**src/rtl/pwm_duty_sequencer.sv**
```systemverilog
// ============================================================================
// Module      : pwm_duty_sequencer
// Description : Key-driven duty commander for an 8-bit PWM generator with
//               press/auto-repeat actions and period-aligned one-LSB slewing.
// Revision    : 1.0 - initial release
// ============================================================================
`default_nettype none

module pwm_duty_sequencer #(
    parameter int CLK_PER_MS  = 50000,
    parameter int HOLD_MS     = 500,
    parameter int REPEAT_MS   = 100,
    parameter int PRESET      = 127,
    parameter int STEP_COARSE = 10
) (
    input  logic       CLK,
    input  logic       RSTn,
    input  logic [3:0] option_keys,
    input  logic       period_start,
    output logic [7:0] duty,
    output logic [7:0] target,
    output logic       key_event,
    output logic       busy
);

    localparam int PW     = (CLK_PER_MS > 1) ? $clog2(CLK_PER_MS) : 1;
    localparam int MS_MAX = (HOLD_MS > REPEAT_MS) ? HOLD_MS : REPEAT_MS;
    localparam int MW     = $clog2(MS_MAX + 1);

    localparam logic [PW-1:0] C_PRESC_LAST  = PW'(CLK_PER_MS - 1);
    localparam logic [MW-1:0] C_HOLD_LAST   = MW'(HOLD_MS - 1);
    localparam logic [MW-1:0] C_REPEAT_LAST = MW'(REPEAT_MS - 1);

    typedef enum logic [1:0] {
        ST_IDLE   = 2'd0,
        ST_HOLD   = 2'd1,
        ST_REPEAT = 2'd2
    } state_t;

    state_t          state_q, state_d;
    logic [1:0]      act_key_q, act_key_d;
    logic [3:0]      keys_q;
    logic [PW-1:0]   presc_q, presc_d;
    logic [MW-1:0]   ms_q, ms_d;
    logic [7:0]      target_q, target_d;
    logic [7:0]      duty_q, duty_d;
    logic            key_event_q, key_event_d;
    logic            busy_q, busy_d;

    logic [3:0]      w_rise;
    logic [1:0]      w_pick;
    logic            w_tick;
    logic            w_clr;

    // Action result is formed in 9 bits so carries/borrows saturate cleanly.
    function automatic logic [7:0] f_apply(input logic [7:0] t, input logic [1:0] k);
        logic [8:0] s;
        case (k)
            2'd0:    s = 9'(PRESET);
            2'd1:    s = {1'b0, t} + 9'(STEP_COARSE);
            2'd2:    s = ({1'b0, t} < 9'(STEP_COARSE)) ? 9'd0 : ({1'b0, t} - 9'(STEP_COARSE));
            default: s = {1'b0, t} + 9'd1;
        endcase
        return s[8] ? 8'hFF : s[7:0];
    endfunction

    assign w_rise = option_keys & ~keys_q;
    assign w_tick = (presc_q == C_PRESC_LAST);

    always_comb begin
        w_pick = 2'd3;
        if (w_rise[0])      w_pick = 2'd0;
        else if (w_rise[1]) w_pick = 2'd1;
        else if (w_rise[2]) w_pick = 2'd2;
    end

    always_comb begin
        state_d     = state_q;
        act_key_d   = act_key_q;
        target_d    = target_q;
        key_event_d = 1'b0;
        w_clr       = 1'b0;
        case (state_q)
            ST_IDLE: begin
                if (|w_rise) begin
                    act_key_d   = w_pick;
                    target_d    = f_apply(target_q, w_pick);
                    key_event_d = 1'b1;
                    state_d     = ST_HOLD;
                    w_clr       = 1'b1;
                end
            end
            ST_HOLD: begin
                if (!option_keys[act_key_q]) begin
                    state_d = ST_IDLE;
                    w_clr   = 1'b1;
                end else if ((act_key_q != 2'd0) && w_tick && (ms_q == C_HOLD_LAST)) begin
                    target_d    = f_apply(target_q, act_key_q);
                    key_event_d = 1'b1;
                    state_d     = ST_REPEAT;
                    w_clr       = 1'b1;
                end
            end
            ST_REPEAT: begin
                // Release wins over a coinciding repeat expiry.
                if (!option_keys[act_key_q]) begin
                    state_d = ST_IDLE;
                    w_clr   = 1'b1;
                end else if (w_tick && (ms_q == C_REPEAT_LAST)) begin
                    target_d    = f_apply(target_q, act_key_q);
                    key_event_d = 1'b1;
                    w_clr       = 1'b1;
                end
            end
            default: begin
                state_d = ST_IDLE;
                w_clr   = 1'b1;
            end
        endcase
    end

    always_comb begin
        presc_d = presc_q;
        ms_d    = ms_q;
        if (w_clr) begin
            presc_d = '0;
            ms_d    = '0;
        end else if (w_tick) begin
            presc_d = '0;
            ms_d    = ms_q + 1'b1;
        end else begin
            presc_d = presc_q + 1'b1;
        end
    end

    // Slew compares against the pre-update target on purpose.
    always_comb begin
        duty_d = duty_q;
        if (period_start) begin
            if (duty_q < target_q)      duty_d = duty_q + 8'd1;
            else if (duty_q > target_q) duty_d = duty_q - 8'd1;
        end
        busy_d = (duty_d != target_d);
    end

    always_ff @(posedge CLK or negedge RSTn) begin
        if (!RSTn) begin
            state_q     <= ST_IDLE;
            act_key_q   <= 2'd0;
            keys_q      <= 4'd0;
            presc_q     <= '0;
            ms_q        <= '0;
            target_q    <= 8'd0;
            duty_q      <= 8'd0;
            key_event_q <= 1'b0;
            busy_q      <= 1'b0;
        end else begin
            state_q     <= state_d;
            act_key_q   <= act_key_d;
            keys_q      <= option_keys;
            presc_q     <= presc_d;
            ms_q        <= ms_d;
            target_q    <= target_d;
            duty_q      <= duty_d;
            key_event_q <= key_event_d;
            busy_q      <= busy_d;
        end
    end

    assign duty      = duty_q;
    assign target    = target_q;
    assign key_event = key_event_q;
    assign busy      = busy_q;

endmodule

`default_nettype wire
```
**config.mk**
```make
export PLATFORM = sky130hd
export DESIGN_NAME = pwm_duty_sequencer
export DESIGN_NICKNAME = d
export VERILOG_FILES = /design/src/rtl/pwm_duty_sequencer.sv
export SDC_FILE = /design/constraint.sdc
export NUM_CORES = 1
export LEC_CHECK = 0
export BUFFER_PORTS_ARGS = -buffer_cell sky130_fd_sc_hd__buf_2
export CAP_MARGIN = 20
export CORE_ASPECT_RATIO = 1.5
export CORE_MARGIN = 2
export CORE_UTILIZATION = 65
export CTS_CLUSTER_SIZE = 20
export DETAILED_ROUTE_END_ITERATION = 10
export GPL_TIMING_DRIVEN = 0
export PLACE_DENSITY = 0.95
export SETUP_SLACK_MARGIN = 0.2
export SYNTH_ARGS = -nofsm -noshare
export SYNTH_HDL_FRONTEND = slang
export SYNTH_SLANG_ARGS = --single-unit
```
**constraint.sdc**
```tcl
create_clock -name CLK -period 10 [get_ports CLK]
set_clock_uncertainty 0.05 [all_clocks]
set_input_delay 2 -clock CLK [delete_from_list [all_inputs] [get_ports CLK]]
set_output_delay 2 -clock CLK [all_outputs]
set_load 0.02 [all_outputs]
```
==> Word level (Yosys, flattened, before mapping) <==
Index checks and enable logic that the tools add are counted.
{ "totals": {"register_bits": 51, "output_inout_bits": 18, "elab_cells": 92} }
{ "classes": {"addsub": 7, "n_lt_le_gt_ge": 4, "n_eq_ne": 13, "mux": 46, "bitwise_logic": 2, "n_reduce_logical": 11} }
{ "op_table": {"columns": ["cell", "count"], "rows": [
  ["9-bit 2-to-1 mux", 11],
  ["8-bit 2-to-1 mux", 11],
  ["9-bit case mux with 3 select lines", 2],
  ["16-bit 2-to-1 mux", 2],
  ["8-bit case mux with 3 select lines", 1],
  ["16-bit by 1-bit adder with 16-bit output (second input constant)", 1],
  ["16-bit == test (second input constant)", 1],
  ["2-bit 2-to-1 mux", 6],
  ["8-bit by 1-bit adder with 9-bit output (second input constant)", 1],
  ["8-bit by 4-bit adder with 9-bit output (second input constant)", 1],
  ["9-bit by 1-bit adder with 9-bit output (second input constant)", 1],
  ["9-bit by 7-bit == test with 1-bit output (second input constant)", 1],
  ["9-bit == test (second input constant)", 1],
  ["1-bit 2-to-1 mux", 9],
  ["8-bit by 4-bit subtractor with 9-bit output (second input constant)", 1],
  ["8-bit by 1-bit adder with 8-bit output (second input constant)", 1],
  ["8-bit > comparator", 1],
  ["8-bit by 4-bit < comparator with 1-bit output (second input constant)", 1],
  ["8-bit < comparator", 1],
  ["8-bit != test", 1],
  ["8-bit by 1-bit subtractor with 8-bit output (second input constant)", 1],
  ["2-bit by 1-bit == test with 1-bit output (second input constant)", 3],
  ["2-bit == test (second input constant)", 3],
  ["2-bit logical NOT", 3],
  ["13 further kinds", 18]
]} }

==> Longest topological paths before layout <==
{ "depth": {"depth_word": 13, "mapped_depth": 13} }

==> Worst setup path after synthesis <==
No wires, ideal clock.
{ "synth_path": {"path_type": "input to register", "start": "input option_keys[1]", "end": "register busy_q (netlist: busy)", "setup_time_ns": 0.140, "arrival_time_ns": 3.932, "required_ns": 9.810, "setup_slack_ns": 5.878, "path_stages": 11, "path_buffers": 2, "cell_sequence": "nor2b_1 -> clkbuf_1 -> nor3_1 -> o21ai_1 -> and3_1 -> buf_1 -> a31oi_1 -> a221o_2 -> xor2_1 -> nor4_1 -> nand4_1"} }
{ "synth_via": {"elab_chain_cells": 11, "word_cells_on_any_way": 18, "cone_classes": "eq/ne (3); mux (12); bitwise (1); reduce/logical (2)"} }
{ "synth_rtl": {"columns": ["item", "line_no", "text"], "rows": [
  ["start, declared", "18", "input logic [3:0] option_keys,"],
  ["4-bit bitwise AND", "67", "assign w_rise = option_keys & ~keys_q;"],
  ["2-bit 2-to-1 mux", "73", "else if (w_rise[1]) w_pick = 2'd1;"],
  ["2-bit 2-to-1 mux", "72", "if (w_rise[0]) w_pick = 2'd0;"],
  ["2-bit == test, or another cell as far along", "58", "case (k)"],
  ["9-bit case mux with 3 select lines", "58", null],
  ["9-bit 2-to-1 mux", "85", "if (|w_rise) begin"],
  ["9-bit 2-to-1 mux", "83", "case (state_q)"],
  ["8-bit 2-to-1 mux", "64", "return s[8] ? 8'hFF : s[7:0];"],
  ["8-bit 2-to-1 mux", "85", null],
  ["8-bit case mux with 3 select lines (*)", "83", null],
  ["named net target_d[0]", "45", "logic [7:0] target_q, target_d;"],
  ["8-bit != test (*)", "143", "busy_d = (duty_d != target_d);"],
  ["named net busy_d", "48", "logic busy_q, busy_d;"],
  ["end signal, assigned", "166", "busy_q <= busy_d;"],
  ["end, declared", "48", null]
]} }
The timed path passes the listed nets; every way through them passes the cells marked *. The select of a mux whose other input is x is not followed.
A chain may end at the register's enable or synchronous reset.

==> Final worst setup path <==
Same ends and word-level chain as after synthesis.

==> flow_summary.yaml <==
sta:
  worst_slack_ps: 5540
  rsz0062_at_grt: "no"
  maxSlewViolCount: 0
  holdWs_ps: 448
  setup_viol: 0
  relSlewSlack_pct: 31.0
  fin_tns_setup_ps: 0
  finalHoldViolCount: 0
  worstMarginPinSlew_ps: 1030
  period_share_pct: 44.6
  fmax_mhz: 224
  post-route-min-period_ps: 4460
worst_setup_path:
  r2r_setup_slack_ps: 6150
  worstReg2RegStart: "presc_q[5]$_DFF_PN0_"
  r2r_end: "busy$_DFF_PN0_"
  end_kind: "register"
  reg2reg_depth: 10
  cp-start-kind: "input pin"
  path_max_fanout: 10
  critical_path_arrival_ps: 4590
  criticalPathCategory: "in -> reg"
  required_ps: 10130
route:
  vias: 3414
  avgViaCountPerCell: 6.41
  remaining_drc_errors: 0
  drt_wl_total_um: 8990
  drt_iter0_drc: 237
  drt-wirelength-per-cell_um: 16.9
  dr.pass1.iters: 6
  detail-route-antenna-nets: 0
synth:
  syn-cell-area_um2: 3670
  synth_seq_area_share_pct: 34.7
  synth_edf_count: 0
  yosysMostFrequentCell: "dfrtp_1"
  synth_cells: 431
  yosysWarnings: 0
  yosys.area.top_type: "dfrtp_1"
  ys_top_cells_by_area: "dfrtp_1 (35%), xnor2_1 (6.7%), ha_1 (6.5%), nor2_1 (4.8%), xor2_1 (4.1%)"
  ys.flop_type: "dfrtp_1"
  synth-seq-cells: 51
  ys_types: 57
  synth_commonest_cells: "dfrtp_1 (51), nor2_1 (47), nand2_1 (37)"
  syn_area_per_cell_um2: 8.53
  yosysTopAreaCellShare_pct: 34.7
  syn-num-nets: 457
  async_flop_share_pct: 100
cts:
  worstSkewPairLatency_ps: 310
  clk_path_buf_depth: 2
  clockRootBuffer: "clkbuf_8"
  clk_pin_slew_ps: 90
  postCtsSetupBuffers: 0
  hold_buffers: 0
  cts_htree_levels: 2
  numCtsBuffers: 5
  cts_sinks: 51
  ctsResizeCount: 0
  cts_tree: "built"
power_and_ir_drop:
  p_per_area_nw_per_um2: 287
  p_leak_nw: 1.68
  ir_drop_uv: 154
  power.total_mw: 1.15
hold_path:
  hp-class: "reg -> reg"
  min_to: "presc_q[0]$_DFF_PN0_"
  min_from: "presc_q[0]$_DFF_PN0_"
  min_path_cells: 1
floorplan:
  core-area_um2: 5450
  ioPinCount: 25
  die_area_um2: 6280
  chipHeight_um: 96.1
  initial_core_util_pct: 67.4
  die_w_um: 65.4
  placementRows: 33
global_routing:
  grt_max_degree: 52
  grt_first_pass_wirelength_um: 14600
  track_usage_pct: 30.0
  antenna_found_initial: 0
  grt.overflow.total: 0
  first_global_vias: 3344
finish:
  nets: 488
  n_antenna_cell: 0
  drive_above_1_share_pct: 11.9
  syn_to_final_growth_pct: 9.26
placement:
  post-place-ws_ps: 5260
  post-dp-hpwl_um: 6600
  gp_congestion: 1.03
  port_buffers: 23
status:
  status: "finished clean"
job:
  drv_cap: 0
==> layout make-up <==
type	instances	area (µm²)
tap	70	87.6
timing repair buffer	24	135
sequential	51	1280
clock buffer	6	82.6
multi-input combinational	341	2250
inverter	19	71.3
buffer	20	78.8
clock inverter	2	35.0
fill	415	1440
==> sequential cells by signal (all words and copies together), names as in the netlist <==
signal     flops
busy           1
key_event      1
target         8
duty           8
presc_q       16
state_q        2
ms_q           9
keys_q         4
act_key_q      2
==> per-layer routing <==
layer  vias to the layer above  routed length, µm  track usage (%)  part of all wire, %
met4                         0                377             18.2                  4.2
met3                        37                421             2.69                  4.7
li1                       1614                  -                -                    -
met1                      1595               3400             31.2                   38
met2                       168               4790             57.1                   53
met5                         -                  0                0                    0
==> critical path: stages <==
cell and delay (ps):
buf_2 110, nor2b_1 200, clkbuf_1 380, nor3_1 110
o21ai_1 170, and3_1 170, buf_1 310, a31oi_1 130
a221o_2 330, xor2_1 190, nor4_1 350, nand4_1 130
==> worst max-delay path by stage <==
stage                         from             end  slack (ps)  cells past startpoint
floorplan           option_keys[1]  busy$_DFF_PN0_        5880                     11
global placement    option_keys[1]  busy$_DFF_PN0_        5210                     12
detailed placement  option_keys[1]  busy$_DFF_PN0_        5260                     12
CTS                 option_keys[1]  busy$_DFF_PN0_        5580                     12
global route        option_keys[1]  busy$_DFF_PN0_        5330                     12
finish              option_keys[1]  busy$_DFF_PN0_        5540                     12
==> metrics by stage <==
step | util (%) | cell area, µm² | std cells
floorplan | - | 3670 | 431
global placement | 71.1 | 3880 | 524
detailed placement | 71.1 | 3880 | 524
CTS | 73.3 | 4000 | 532
global route | 73.7 | 4020 | 533
finish | 73.7 | 4020 | 533
==> cell usage in the layout (no fill, tap or decap), types with 3 or more instances in the layout <==
cell type / Yosys / layout
nor2_1: 47 / 47
a221o_2: 9 / 9
a21oi_1: 21 / 21
clkbuf_8: 0 / 6
a31oi_1: 8 / 8
clkbuf_1: 16 / 16
nand2_1: 37 / 37
o22ai_1: 4 / 4
dfrtp_1: 51 / 51
or2_2: 3 / 3
xor2_1: 17 / 17
and3_1: 7 / 7
o21ai_1: 3 / 3
inv_1: 19 / 19
mux2i_1: 4 / 4
ha_1: 19 / 19
buf_2: 0 / 23
nor4_1: 7 / 7
o21ai_0: 23 / 23
nor3_1: 14 / 14
o311ai_0: 3 / 3
nand3_1: 22 / 22
xnor2_1: 28 / 28
buf_1: 3 / 3
a211oi_1: 3 / 3
nand2b_1: 7 / 7
o211ai_1: 3 / 3
nand4_1: 11 / 11
nor2b_1: 6 / 6
==> cell families (layout without fill, tap and decap cells) <==
kind of cell | Yosys count | after routing | share of synthesized area [%]
AND/OR/NAND/NOR | 176 | 176 | 24.7
flip-flops | 51 | 51 | 34.7
buffers and inverters | 39 | 71 | 4.09
multiplexers | 6 | 6 | 2.01
adder cells (fa/ha/maj) | 19 | 19 | 6.47
AO/OA/AOI/OAI | 95 | 95 | 17.3
XOR/XNOR | 45 | 45 | 10.7
==> where the power goes <==
part / switching (mW) / internal (mW)
clock network: 0.0694 / 0.0810
logic: 0.434 / 0.256
registers: 0.0596 / 0.251
total: 0.563 / 0.588
Note: power is estimated with default switching activity, not from simulation.
